<file path="config.mk">
export PLATFORM = sky130hd
export DESIGN_NAME = ex_mem_stage
export DESIGN_NICKNAME = d
export VERILOG_FILES = /design/src/rtl/ex_mem_stage.sv
export SDC_FILE = /design/constraint.sdc
export NUM_CORES = 1
export LEC_CHECK = 0
export ABC_AREA = 1
export CORE_AREA = 4 4 145 147
export DETAILED_ROUTE_END_ITERATION = 16
export DIE_AREA = 0 0 149 151
export PLACE_DENSITY_LB_ADDON = 0.1
export SLEW_MARGIN = 20
export SYNTH_ARGS = -nofsm -noshare
export SYNTH_HDL_FRONTEND = slang
export SYNTH_SLANG_ARGS = --single-unit
</file>
<file path="constraint.sdc">
create_clock -name CLK -period 2.2 [get_ports CLK]
set_clock_uncertainty 0.1 [all_clocks]
set_input_delay 0.33 -clock CLK [delete_from_list [all_inputs] [get_ports CLK]]
set_output_delay 0.33 -clock CLK [all_outputs]
set_load 0.05 [all_outputs]
</file>
<file path="src/rtl/ex_mem_stage.sv">
// Execute/memory pipeline latch: registers the execute result bundle and
// runs the data-memory request handshake, freezing upstream while busy.
module ex_mem_stage #(
  parameter int DATA_W = 32,
  parameter int REG_W  = 5
) (
  input  logic              CLK,
  input  logic              RST,
  input  logic              ihit,
  input  logic              stall,
  input  logic              flush,
  input  logic [DATA_W-1:0] alu_in,
  input  logic [DATA_W-1:0] rdat2_in,
  input  logic [DATA_W-1:0] npc_in,
  input  logic [DATA_W-1:0] pc_in,
  input  logic [REG_W-1:0]  wsel_in,
  input  logic              RegWr_in,
  input  logic              MemtoReg_in,
  input  logic              JAL_in,
  input  logic              halt_in,
  input  logic              dREN_in,
  input  logic              dWEN_in,
  input  logic              dhit,
  input  logic [DATA_W-1:0] dmemload,
  output logic [DATA_W-1:0] alu_out,
  output logic [DATA_W-1:0] npc_out,
  output logic [DATA_W-1:0] pc_out,
  output logic [REG_W-1:0]  wsel_out,
  output logic              RegWr_out,
  output logic              MemtoReg_out,
  output logic              JAL_out,
  output logic [DATA_W-1:0] load_data_out,
  output logic              halt_out,
  output logic              dmemREN,
  output logic              dmemWEN,
  output logic [DATA_W-1:0] dmemaddr,
  output logic [DATA_W-1:0] dmemstore,
  output logic              mem_busy
);

  localparam logic [1:0] IDLE = 2'd0;
  localparam logic [1:0] WAIT = 2'd1;
  localparam logic [1:0] DONE = 2'd2;

  logic [1:0]        state;
  logic              ren_q;
  logic              wen_q;
  logic [DATA_W-1:0] rdat2_q;
  logic              advance;

  // Advance is qualified by the current state, so the edge that completes an
  // access never also accepts the next instruction.
  assign advance = ihit & ~stall & (state != WAIT) & ~halt_out;

  assign mem_busy  = (state == WAIT);
  assign dmemREN   = ren_q & (state == WAIT);
  assign dmemWEN   = wen_q & (state == WAIT);
  assign dmemaddr  = alu_out;
  assign dmemstore = rdat2_q;

  always_ff @(posedge CLK) begin
    if (RST) begin
      state         <= IDLE;
      ren_q         <= 1'b0;
      wen_q         <= 1'b0;
      rdat2_q       <= '0;
      alu_out       <= '0;
      npc_out       <= '0;
      pc_out        <= '0;
      wsel_out      <= '0;
      RegWr_out     <= 1'b0;
      MemtoReg_out  <= 1'b0;
      JAL_out       <= 1'b0;
      halt_out      <= 1'b0;
      load_data_out <= '0;
    end else if (advance) begin
      if (flush) begin
        state         <= IDLE;
        ren_q         <= 1'b0;
        wen_q         <= 1'b0;
        rdat2_q       <= '0;
        alu_out       <= '0;
        npc_out       <= '0;
        pc_out        <= '0;
        wsel_out      <= '0;
        RegWr_out     <= 1'b0;
        MemtoReg_out  <= 1'b0;
        JAL_out       <= 1'b0;
        halt_out      <= 1'b0;
        load_data_out <= '0;
      end else begin
        state         <= (dREN_in | dWEN_in) ? WAIT : IDLE;
        // A store takes priority if both request bits arrive together.
        ren_q         <= dREN_in & ~dWEN_in;
        wen_q         <= dWEN_in;
        rdat2_q       <= rdat2_in;
        alu_out       <= alu_in;
        npc_out       <= npc_in;
        pc_out        <= pc_in;
        wsel_out      <= wsel_in;
        RegWr_out     <= RegWr_in;
        MemtoReg_out  <= MemtoReg_in;
        JAL_out       <= JAL_in;
        halt_out      <= halt_in;
        load_data_out <= '0;
      end
    end else if ((state == WAIT) && dhit) begin
      state <= DONE;
      if (ren_q) begin
        load_data_out <= dmemload;
      end
    end
  end

endmodule

</file>
Yosys cells after proc, flatten, opt, wreduce, memory -nomap -nowiden --
Index checks and enable logic that the tools add are counted.
Operators by class: equal/unequal tests 2, mux-type cells 15, bitwise gates (word level) 10, reductions and logical operators 4
Operator list (count):
- $mux W32 | 4
- $mux W1 | 8
- $and A1 B1 Y1 | 6
- $mux W5 | 1
- $mux W2 | 2
- $not A1 Y1 | 3
- $eq A2 B1 Y1 const B | 1
- $ne A2 B1 Y1 const B | 1
- $reduce_and A2 Y1 | 1
- $reduce_bool A2 Y1 | 1
- $reduce_or A2 Y1 | 1
- $logic_and A1 B1 Y1 | 1
- $or A1 B1 Y1 | 1
Word-level totals: flip-flop bits (word level) 173, output and inout port bits 204, logic and storage cells 44

Longest topological paths before layout --
Gate-level depths: netlist (run 1).
depth in word-level cells 5, mapped depth 7, gate-level depth less buffers 6

Worst setup path before layout (run 1) --
No wires, ideal clock.
path type register -> output, start reg ren_q, end out dmemREN, arrival 1.214 ns, setup slack 0.556 ns, cell stages (with the launch flop) 4, path buffers 1, path through dfxtp_1 > clkbuf_1 > inv_1 > nor2_1
On the way: cells in the longest elaborated chain, start to end 1
RTL lines:
- start, declared | line 46 | logic ren_q;
- start signal, assigned | line 94 | ren_q <= dREN_in & ~dWEN_in;
- $and A1 B1 Y1 | line 56 | assign dmemREN = ren_q & (state == WAIT);
- end, declared | line 34 | output logic dmemREN,
Every way passes these cells.

Worst setup path in the final report (run 1) --
start reg halt_out, end out halt_out
RTL lines:
- start, declared | line 33 | output logic halt_out,
- start signal, assigned | line 104 | halt_out <= halt_in;
No word-level cell between the ends.

==> run summary, run 1 <==
total track usage = 20.8%
Mapped Area = 6800 sq um
reg-to-reg slack, setup = 0.69 ns
gp weighted congestion = 0.770
Buf+Inv Stages, Crit Path = 1
P per Cell Area = 678 nW/um^2
register bit total from synthesis = 173
Post-CTS Hold Buffers = 0
CP Data Required Time = 1.77 ns
share of cells above drive strength 1 = 6.02%
drt pass-1 iters = 5
setup_tns = 0 ns
chip height = 151 um
Yosys top cell by area = dfxtp_1
CP startpoint kind = register
CORE AREA = 19900 sq um
Crit path max-delay family = buffers and inverters
fin util = 56.6%
H-tree levels = 4
Post-CTS Setup Inserts = 0
chip width = 149 um
Cell Count, Final, Fillers Out = 1432
CTS tree = done
CTS buffer count = 17
vias in the first global route = 6623
buffer depth of the longest clock path = 2
cell area after layout = 11300 sq um
placed insts = 1400
Ant. Diodes = 0
# IOs = 381
CP Cell Sequence = clkdlybuf4s50_1
Rows = 52
Worst Setup End Kind = output port
DP HPWL = 17.0 mm
Slowest Stage Delay on Critical Path = 0.85 ns
Critical Path Sink = halt_out
Syn Area/Cell = 8.09 sq um
Die ar. = 22500 sq um
syn nets = 1018
Hold Crit Class = register to register
Worst-Skew Late Latency = 0.42 ns
most frequent cells in the layout = clkdlybuf4s50_1, nand3_1, dfxtp_1
Crit. path cell count = 1
First DRT Iteration DRCs = 352
Worst IR Drop VDD = 0.493 mV
RSZ-0062 raised after global routing = no
fillcell total = 1905
Initial Util = 34.2%
Remaining DRCs = 0
max cap viols = 0
clk root buf = clkbuf_16
outcome = finished, final reports clean
LEAKAGE = 0.00397 uW
Vias = 7024
mux cell area share after synthesis = 0%
Critical Path AT = 1.67 ns
Worst R2R Path Depth = 6
Synth top area share = 50.9%
placed inst area = 10700 sq um
first-pass GRT wire length = 37.2 mm
Slew @ Worst Pin = 0.575 ns
RR Endpoint = alu_out[12]
compound-cell area share of the yosys netlist = 12.7%
Slew Limit Fails = 0
final wirelength = 24.2 mm
Ys Warns = 0
vias per cell = 4.91
initial antenna violation count = 0
gr ovfl total = 0
most common cell after layout, fill and taps aside = clkdlybuf4s50_1
Resized cells post-CTS = 0
Tmin final = 2.10 ns
P&R area growth vs syn = 65.6%
Fmax = 0.475 GHz
Post-Syn Instances = 841
Final ANT Viol Nets = 0
Crit-path slowest cell = clkdlybuf4s50_1
XOR/XNOR Fraction of Synth Area = 0%
Routed WL per cell = 16.9 um
Worst R2R Start = state[0]
largest family of logic cells by synthesized area = simple AND/OR/NAND/NOR gates
clock slew at reported path FFs = 0.07 ns
CP Class = register to output port
Hold Vio Cnt, Final = 0
largest cells by area after synthesis = dfxtp_1, nand3_1, o21ai_1
Port Buffers = 380
period utilization = 95.6%
Max FO, Critical Path = 3
slew margin rel. = 61.6%
Seq/Total Area, Yosys = 50.9%
Design Power = 7640 uW
nets = 1326
Critical Path Source = halt_out
Cell variety after synth = 21
CTS Sinks = 173
Adder-Cell Fraction of Synth Area = 0%
pin count of the biggest net entering global routing = 68
Post-Synth Simple-Gate Area = 26.4%
final setup fails = 0
tightest hold or removal path: cells and delay by family, from the launching register on:
kind | cells | cell delay (ns)
compound gates | 1 | 0.05
flops | 1 | 0.31
simple gates | 1 | 0.06
final cells by class:
class / instances / area, sq um / area share [%]
multi-input combinational: 537 / 2660 / 23.6
sequential: 173 / 3460 / 30.7
inverter: 13 / 55.1 / 0.489
tap: 270 / 338 / 3.00
clock inverter: 11 / 131 / 1.17
clock buffer: 21 / 460 / 4.09
timing repair buffer: 407 / 4160 / 36.9
flip-flops by register name (all words and copies together), names as in the netlist:
signal         count
state              2
JAL_out            1
MemtoReg_out       1
ren_q              1
npc_out           32
wen_q              1
dmemstore         32
RegWr_out          1
alu_out           32
wsel_out           5
load_data_out     32
pc_out            32
halt_out           1
synthesized netlist by cell type:
library cell  count
buf_2            23
clkbuf_1         39
nand2_4           1
clkbuf_2          4
o21ai_0          68
nor2_1           13
o21ai_1          69
inv_1            10
nand2_2           1
nand3_4           1
nor2_4            2
buf_1            12
inv_2             3
a21oi_1          35
dfxtp_1         173
buf_4            38
buf_6             2
nor3_1            1
nand4_1          33
nand2_1          73
nand3_1         240
cell families after synthesis:
kind of cell	count (synthesis)
buffers and inverters	131
AO/OA/AOI/OAI	172
flip-flops	173
AND/OR/NAND/NOR	365
worst min path at each step:
stage	start	cells past startpoint	slack, ns	endpoint
5_1_grt	dmemload[21]	3	0.37	load_data_out[21]
3_5_place_dp	load_data_out[2]	2	0.35	load_data_out[2]
6_report	load_data_out[21]	2	0.36	load_data_out[21]
4_1_cts	alu_in[7]	3	0.36	alu_out[7]
2_1_floorplan	RST	1	0.30	halt_out
3_3_place_gp	load_data_out[23]	2	0.35	load_data_out[23]
report_power, final:
| part | total (uW) | internal, uW | switching (uW) |
|---|---|---|---|
| registers | 3270 | 3220 | 51.4 |
| logic | 1330 | 574 | 752 |
| clock network | 3050 | 1750 | 1300 |
| total | 7640 | 5540 | 2100 |
stage by stage:
stage | setup WS (ns) | hold slack, ns
6_report | 0.0964 | 0.363
5_1_grt | 0.0162 | 0.371
4_1_cts | 0.0524 | 0.360
3_5_place_dp | 0.268 | 0.354
3_3_place_gp | 0.312 | 0.351
2_1_floorplan | 0.556 | 0.299
routing by layer:
layer | wire length, um | part of all wire (%) | up-vias | global-route usage, %
li1 | - | - | 3519 | -
met1 | 9580 | 40 | 3201 | 24.9
met2 | 11600 | 48 | 266 | 34.2
met3 | 2350 | 9.7 | 38 | 8.29
met4 | 595 | 2.5 | 0 | 6.73
met5 | 0 | 0 | - | 0
(Power assumes the default switching activity.)
==> run 2: changes to the inputs <==
--- a/config.mk
+++ b/config.mk
@@ -10,6 +10,7 @@
 export DETAILED_ROUTE_END_ITERATION = 16
 export DIE_AREA = 0 0 149 151
 export PLACE_DENSITY_LB_ADDON = 0.1
+export SETUP_SLACK_MARGIN = 0.02
 export SLEW_MARGIN = 20
 export SYNTH_ARGS = -nofsm -noshare
 export SYNTH_HDL_FRONTEND = slang
==> run 2 against run 1 <==
Power barely moved. Global-route usage did not move. Count of clock-buffer cells in the layout did not move. Register-to-register slack barely moved. Largest cell class unchanged. Largest power group unchanged.
==> run summary, run 2 (synthesized netlist as in run 1, its figures left out) <==
outcome = finished, final reports clean (unchanged)
Worst IR Drop VDD = 0.490 mV (was 0.493 mV)
share of power burned in combinational logic = 17.4% (about the same)
Routed WL per cell = 16.9 um (about the same)
Tmin final = 2.10 ns (about the same)
slew margin rel. = 61.4% (was 61.6%)
CTS buffer count = 17 (unchanged)
P per Cell Area = 678 nW/um^2 (about the same)
most common cell after layout, fill and taps aside = clkdlybuf4s50_1 (unchanged)
Slew @ Worst Pin = 0.577 ns (was 0.575 ns)
Hold Vio Cnt, Final = 0 (unchanged)
gp weighted congestion = 0.770 (unchanged)
final setup fails = 0 (unchanged)
Crit-path slowest cell = clkdlybuf4s50_1 (unchanged)
Vias = 7032 (was 7024)
first-pass GRT wire length = 37.2 mm (unchanged)
Remaining DRCs = 0 (unchanged)
chip width = 149 um (unchanged)
Slew Limit Fails = 0 (unchanged)
# IOs = 381 (unchanged)
initial antenna violation count = 0 (unchanged)
Ant. Diodes = 0 (unchanged)
First DRT Iteration DRCs = 355 (was 352)
CP Data Required Time = 1.77 ns (about the same)
CP Class = register to output port (unchanged)
vias per cell = 4.91 (about the same)
internal power = 5540 uW (about the same)
CP startpoint kind = register (unchanged)
DR top layer = met4 (unchanged)
Reg power frac = 42.8% (about the same)
met2 routed WL = 11.7 mm (was 11.6 mm)
total track usage = 20.8% (unchanged)
clock network power share = 39.9% (about the same)
LEAKAGE = 0.00399 uW (was 0.00397 uW)
switching share of total power = 27.5% (about the same)
max cap viols = 0 (unchanged)
placed inst area = 10700 sq um (unchanged)
chip height = 151 um (unchanged)
CTS Sinks = 173 (unchanged)
Hold Crit Class = register to register (unchanged)
Fmax = 0.475 GHz (about the same)
Port Buffers = 380 (unchanged)
share of cells above drive strength 1 = 6.02% (unchanged)
final wirelength = 24.2 mm (about the same)
drt pass-1 iters = 5 (unchanged)
Final ANT Viol Nets = 0 (unchanged)
Max FO, Critical Path = 3 (unchanged)
Die ar. = 22500 sq um (unchanged)
most frequent cells in the layout = clkdlybuf4s50_1, nand3_1, dfxtp_1 (unchanged)
clock slew at reported path FFs = 0.07 ns (about the same)
setup_tns = 0 ns (unchanged)
CORE AREA = 19900 sq um (unchanged)
DP HPWL = 17.0 mm (unchanged)
Buf+Inv Stages, Crit Path = 1 (unchanged)
Critical Path AT = 1.67 ns (about the same)
Resized cells post-CTS = 0 (unchanged)
clk root buf = clkbuf_16 (unchanged)
Worst-Skew Late Latency = 0.42 ns (about the same)
Worst Setup End Kind = output port (unchanged)
Rows = 52 (unchanged)
vias in the first global route = 6623 (unchanged)
Crit path max-delay family = buffers and inverters (unchanged)
CP Cell Sequence = clkdlybuf4s50_1 (unchanged)
Post-CTS Hold Buffers = 0 (unchanged)
Initial Util = 34.2% (unchanged)
Slowest Stage Delay on Critical Path = 0.85 ns (about the same)
H-tree levels = 4 (unchanged)
gr ovfl total = 0 (unchanged)
pin count of the biggest net entering global routing = 68 (unchanged)
Post-CTS Setup Inserts = 0 (unchanged)
routed length on met1 = 9.62 mm (was 9.58 mm)
Switch Pwr = 2100 uW (about the same)
CTS tree = done (unchanged)
met3 wire len = 2.32 mm (was 2.35 mm)
RSZ-0062 raised after global routing = no (unchanged)
cell area after layout = 11300 sq um (about the same)
buffer depth of the longest clock path = 2 (unchanged)
nets = 1326 (unchanged)
P&R area growth vs syn = 65.7% (was 65.6%)
period utilization = 95.6% (about the same)
==> run 2: worst paths after layout <==
check | from | cells after the start | to | slack, ns
max | halt_out | 1 | halt_out | 0.1
min | load_data_out[21] | 2 | load_data_out[21] | 0.36
max reg2reg | state[0] | 6 | alu_out[12] | 0.68
min reg2reg | load_data_out[21] | 2 | load_data_out[21] | 0.36
==> run 2: final cells by class <==
type / count / area (sq um)
clock buffers: 21 / 460
clock inverters: 11 / 131
fillers: 1905 / 8640
inverters: 13 / 55.1
multi-input cells: 537 / 2660
flip-flops and latches: 173 / 3460
well taps: 270 / 338
repair buffers: 407 / 4160
==> run 2: power groups by stage <==
stage	clock, uW	combinational [uW]	sequential (uW)
after floorplan	0	438	3610
after global placement	0	1330	3340
after detailed placement	0	1330	3340
after CTS	3130	1340	3270
after global routing	3270	1410	3280
final	3050	1330	3270
==> run 2: metal layers <==
| layer | GRT usage [%] | vias up |
|---|---|---|
| met2 | 34.2 | 267 |
| li1 | - | 3518 |
| met5 | 0 | - |
| met4 | 6.73 | 0 |
| met3 | 8.29 | 37 |
| met1 | 24.9 | 3210 |
==> run 2: through the flow <==
step	hold slack (ns)	total power (uW)	utilization, %	setup slack [ns]	std cells
2_1_floorplan	0.299	4050	-	0.556	841
3_3_place_gp	0.351	4670	53.6	0.312	1400
6_report	0.363	7640	56.6	0.0966	1432
5_1_grt	0.371	7960	56.6	0.0376	1432
3_5_place_dp	0.354	4670	53.6	0.268	1400
4_1_cts	0.360	7740	56.6	0.0524	1432
==> run 3: changes to the inputs <==
--- a/config.mk
+++ b/config.mk
@@ -11,7 +11,9 @@
 export DIE_AREA = 0 0 149 151
 export PLACE_DENSITY_LB_ADDON = 0.1
 export SETUP_SLACK_MARGIN = 0.02
+export SKIP_CTS_REPAIR_TIMING = 1
 export SLEW_MARGIN = 20
 export SYNTH_ARGS = -nofsm -noshare
 export SYNTH_HDL_FRONTEND = slang
 export SYNTH_SLANG_ARGS = --single-unit
+export TNS_END_PERCENT = 30
==> results of run 3 <==
No change in the layout: final DEF, timing and power equal those of run 2.
==> RTL edit 1, RTL diff (config.mk and constraints of run 2) <==
Change the parameter `REG_W` from 5 to 10.
--- a/src/rtl/ex_mem_stage.sv
+++ b/src/rtl/ex_mem_stage.sv
@@ -2,7 +2,7 @@
 // runs the data-memory request handshake, freezing upstream while busy.
 module ex_mem_stage #(
   parameter int DATA_W = 32,
-  parameter int REG_W  = 5
+  parameter int REG_W  = 10
 ) (
   input  logic              CLK,
   input  logic              RST,
Interface: changed (resized wsel_in and wsel_out); port bits go from 381 to 391. No check against the original RTL was run, so the function may have changed too.
==> RTL edit 1 against run 2 <==
  * Synthesized cell count up 3.0%
  * Sequential cell count up 5
  * Global-route usage up 0.18 points
  * Routed wire length up 2.4%
  * Area after synthesis up 16%
  * Power up 5.0%
  * Design area up 7.8%
  * Register-to-register slack worse by 0.03 ns
  * Worst setup slack better by 0.0054 ns
  * Utilization up 4.4 points
  * Largest cell class unchanged
  * Largest power group unchanged
==> RTL edit 1: results (changes against run 2) <==
| Metric | Value |
|---|---|
| Crit path max-delay family | `buffers and inverters` |
| Wire per inst | `16.9 um (+0.18%)` |
| Max IR drop VDD | `532 uV (+8.5%)` |
| Leak | `0.00427 uW (+7.1%)` |
| CTS clk-pin slew, worst paths | `0.07 ns (about the same)` |
| Synth warn | `0 (unchanged)` |
| Post-synth ARST share | `0% (unchanged)` |
| Clk Tree Root Cell | `clkbuf_16` |
| CTS H-Tree Depth | `4 (unchanged)` |
| Placer Congestion | `0.770 (about the same)` |
| Worst min path class | `register to register` |
| Slew headroom | `60.9% (-0.49 points)` |
| Final setup margin | `0.102 ns (+0.00537 ns)` |
| Grt met1 use | `24.6% (-0.26 points)` |
| Status | `finished clean` |
| Clk_lat worst skew | `0.42 ns (about the same)` |
| Vias in the first global route | `6,663 (+0.60%)` |
| Total CTS buffers | `17 (unchanged)` |
| Initial DRC count | `406 (+14%)` |
| Post-place setup slack | `0.215 ns (-0.0527 ns)` |
| Slowest-stage cell, CP | `clkdlybuf4s50_1` |
| Nets@finish | `1,364 (+2.9%)` |
| Hold Crit Depth | `2 (unchanged)` |
| Worst-path fanout max | `3 (unchanged)` |
| CP max stage delay | `0.86 ns` |
| Ratio of cells with drive above 1 in the final layout | `18.5% (+12 points)` |
| Sequential cell area fraction in the yosys report | `45.3% (-5.6 points)` |
| Setup Buffers After CTS | `0 (unchanged)` |
| First-pass GRT wire length | `37.4 mm (+0.41%)` |
| Global routing usage on met2 | `34.6% (+0.36 points)` |
| Top post-synthesis cells by area | `dfxtp_1 45%, nand3_1 17%, o21ai_2 11%` |
| DP HPWL | `17.3 mm (+1.9%)` |
| Worst Reg-to-Reg Cells | `6 (unchanged)` |
| Met3 usage | `8.53% (+0.24 points)` |
| Total global-route track usage | `20.9% (+0.18 points)` |
| Main synth FF type | `dfxtp_1` |
| Unique masters post-synth | `25 (+19%)` |
| Port bufs | `390 (+2.6%)` |
| # resized after CTS | `0 (unchanged)` |
| Largest net degree at the start of global routing | `113 (+66%)` |
| Setup slack, reg-to-reg | `0.65 ns (-0.03 ns)` |
| CP arrival | `1.67 ns (about the same)` |
| N_diodes | `0 (unchanged)` |
| Drt pass-1 iters | `4 (-1)` |
| Top post-synthesis cells by count | `264 x nand3_1, 178 x dfxtp_1, 100 x o21ai_2, 76 x nand2_1, 39 x o21ai_1` |
| Syn_nets | `1,048 (+2.9%)` |
| CTS max path bufs | `2 (unchanged)` |
| Antenna violations before repair | `1 (+1)` |
| Vias | `7,254 (+3.2%)` |
==> RTL edit 1: cell types whose count changed after synthesis, sizes merged <==
cell	before	now
nand3	241	284
nand4	33	2
buf	75	94
clkbuf	43	24
dfxtp	173	178
nand2	75	79
o21ai	137	141
a21oi	35	33
nor2	15	17
inv	13	14
nor3	1	0
==> RTL edit 1: final timing paths <==
| kind | from | endpoint |
|---|---|---|
| max | halt_out | halt_out |
| min | load_data_out[1] | load_data_out[1] |
| max reg2reg | state[1] | wsel_out[4] |
| min reg2reg | load_data_out[1] | load_data_out[1] |
==> RTL edit 1: metrics by stage <==
step	instance area (um2)	hold slack (ns)	std cells	power, uW	utilization (%)
after floorplan	7860	0.299	866	4320	-
after global placement	11500	0.352	1433	4890	57.9
after detailed placement	11500	0.357	1433	4900	57.9
after CTS	12100	0.347	1464	8120	61.0
after global routing	12100	0.358	1464	8360	61.0
final	12100	0.366	1464	8030	61.0
==> RTL edit 1: worst reg2reg max path: cells and delay by family (launching register included) <==
kind,cells,cell delay [ns]
flip-flops,1,0.42
AND/OR/NAND/NOR,3,0.53
AO/OA/AOI/OAI,1,0.06
buffers and inverters,2,0.35
==> RTL edit 1: power breakdown <==
group	total [uW]	internal, uW	switching [uW]	leakage, uW
sequential	3360	3310	54.0	0.00144
clock	3210	1870	1340	0.000303
combinational	1450	609	842	0.00253
==> RTL edit 1: cell families (layout without fill, tap and decap cells) <==
| kind of cell | after synthesis | after routing | synth area share (%) |
|---|---|---|---|
| AND/OR/NAND/NOR | 382 | 382 | 25.0 |
| buffers and inverters | 132 | 460 | 12.4 |
| AO/OA/AOI/OAI | 174 | 174 | 17.2 |
| flip-flops | 178 | 178 | 45.3 |
==> RTL edit 1: per-layer routing <==
metal  vias to the layer above  part of all wire, %
li1                       3589                    -
met1                      3364                   39
met2                       257                   49
met3                        42                  9.1
met4                         2                  3.1
met5                         -                0.053
==> RTL edit 1: final cells by class <==
cell class                 instances  area [um2]
sequential                       178        3560
clock inverter                    12         170
clock buffer                      19         453
tap                              270         338
fill                            1797        7760
multi-input combinational        556        3330
inverter                          14        61.3
timing repair buffer             415        4230
==> RTL edit 2, RTL diff (config.mk and constraints of run 2) <==
Made on the original files. Reset style: asynchronous (`RST`), changed in one clocked block.
--- a/src/rtl/ex_mem_stage.sv
+++ b/src/rtl/ex_mem_stage.sv
@@ -58,7 +58,7 @@
   assign dmemaddr  = alu_out;
   assign dmemstore = rdat2_q;
 
-  always_ff @(posedge CLK) begin
+  always_ff @(posedge CLK or posedge RST) begin
     if (RST) begin
       state         <= IDLE;
       ren_q         <= 1'b0;
Function: differs if RST is asserted again (counterexample within 4 cycles, from zero or initial values and one cycle with RST high); with RST held inactive, the same outputs for 4 cycles.
==> RTL edit 2 against run 2 <==
  * Utilization is 2.3 points higher
  * Sequential cell count stayed put
  * Worst setup slack better by 0.015 ns
  * Area after synthesis is 3.9% higher
  * Routed wire length is 2.6% lower
  * Critical path type unchanged
  * Design area is 4.0% higher
  * Critical endpoint is now alu_out[18]
Power is not compared: it rests on default switching activity, and its combinational part moved more than twofold at a synthesized area within 25%.
==> RTL edit 2: results (changes against run 2) <==
| Metric | Value |
|---|---|
| CP arrival | `1.66 ns` |
| Top post-synthesis cells by area | `dfrtp_1 61%, nand2_1 24%, buf_4 4.9%` |
| Initial DRC count | `298 (-16%)` |
| Largest net degree at the start of global routing | `89 (+31%)` |
| Cell Area, Placed | `11,100 um2 (+4.4%)` |
| Sequential cell area fraction in the yosys report | `61.2% (+10 points)` |
| Post-place setup slack | `-0.0131 ns (-0.281 ns)` |
| R2r startpoint | `state[1]` |
| Nets@finish | `1,312 (-1.1%)` |
| Vias per cell | `4.50 (-8.4%)` |
| Wire per inst | `16.6 um (-1.7%)` |
| CTS max path bufs | `2 (unchanged)` |
| Grt met1 use | `24.5% (-0.35 points)` |
| First-pass GRT wire length | `35.8 mm (-3.9%)` |
| Slew headroom | `39.5% (-22 points)` |
| Unique masters post-synth | `17 (-19%)` |
| Routed wl met3 | `2.11 mm (-9.1%)` |
| DP HPWL | `17.2 mm (+1.5%)` |
| Reg-to-Reg End | `load_data_out[3]` |
| Complex-gate fraction of the synthesized area | `3.68% (-9.0 points)` |
| Antenna violations before repair | `1 (+1)` |
| Setup slack, reg-to-reg | `0.32 ns (-0.36 ns)` |
| Placer Congestion | `0.777 (+0.91%)` |
| Main synth FF type | `dfrtp_1` |
| Drt pass-1 iters | `4 (-1)` |
| Syn_nets | `966 (-5.1%)` |
| Total global-route track usage | `20.4% (-0.31 points)` |
| Status | `finished clean` |
| Period utilization | `94.9% (-0.67 points)` |
| Final wirelength | `23.6 mm (-2.6%)` |
| Top post-synthesis cells by count | `447 x nand2_1, 173 x dfrtp_1, 46 x buf_4, 32 x nand4_1, 32 x o211ai_1` |
| Dpl cells | `1,386 (-1.0%)` |
| Post-Synthesis Cells | `789 (-6.2%)` |
| Met1 Routed Length | `9.22 mm (-4.2%)` |
| CP Launch Point | `alu_out[18]` |
| Post-synth ARST share | `100% (+100 points)` |
| Ratio of cells with drive above 1 in the final layout | `6.18% (+0.16 points)` |
| Worst min path class | `input port to asynchronous set/reset pin` |
| Synth warn | `0 (unchanged)` |
-- RTL edit 2: cell types whose count changed after synthesis, moves of 11 or more --
| cell | run 2 | this run |
|---|---|---|
| o21ai_0 | 68 | 4 |
| clkbuf_1 | 39 | 13 |
| o211ai_1 | 0 | 32 |
| nor2_1 | 13 | 2 |
| nand3_1 | 240 | 2 |
| o21ai_1 | 69 | 0 |
| a21oi_1 | 35 | 0 |
| dfrtp_1 | 0 | 173 |
| nand2_1 | 73 | 447 |
| buf_1 | 12 | 1 |
| dfxtp_1 | 173 | 0 |
-- RTL edit 2: kinds of logic (layout without fill, tap and decap cells) --
| family | Yosys count | count (layout) |
|---|---|---|
| AO/OA/AOI/OAI | 36 | 36 |
| buffers and inverters | 92 | 451 |
| flip-flops | 173 | 173 |
| other | 0 | 1 |
| AND/OR/NAND/NOR | 488 | 488 |
-- RTL edit 2: area by class of cell --
| type | count | area (um2) |
|---|---|---|
| antenna | 1 | 2.50 |
| clock buffer | 21 | 470 |
| clock inverter | 11 | 106 |
| fill | 1800 | 8190 |
| inverter | 9 | 37.5 |
| multi-input combinational | 524 | 2200 |
| sequential | 173 | 4330 |
| tap | 270 | 338 |
| timing repair buffer | 410 | 4230 |
-- RTL edit 2: worst min path at each step --
stage	slack, ns	to	start
2_1_floorplan	0.34	JAL_out	JAL_in
3_3_place_gp	0.36	dmemstore[7]	dmemstore[7]
3_5_place_dp	0.36	dmemstore[16]	dmemstore[16]
4_1_cts	0.25	npc_out[15]	RST
5_1_grt	0.27	npc_out[15]	RST
6_report	0.25	pc_out[26]	RST
-- RTL edit 2: where the power goes --
part,internal [uW],total [uW],switching (uW)
sequential,3180,3180,0
clock,1660,2950,1280
combinational,306,435,130
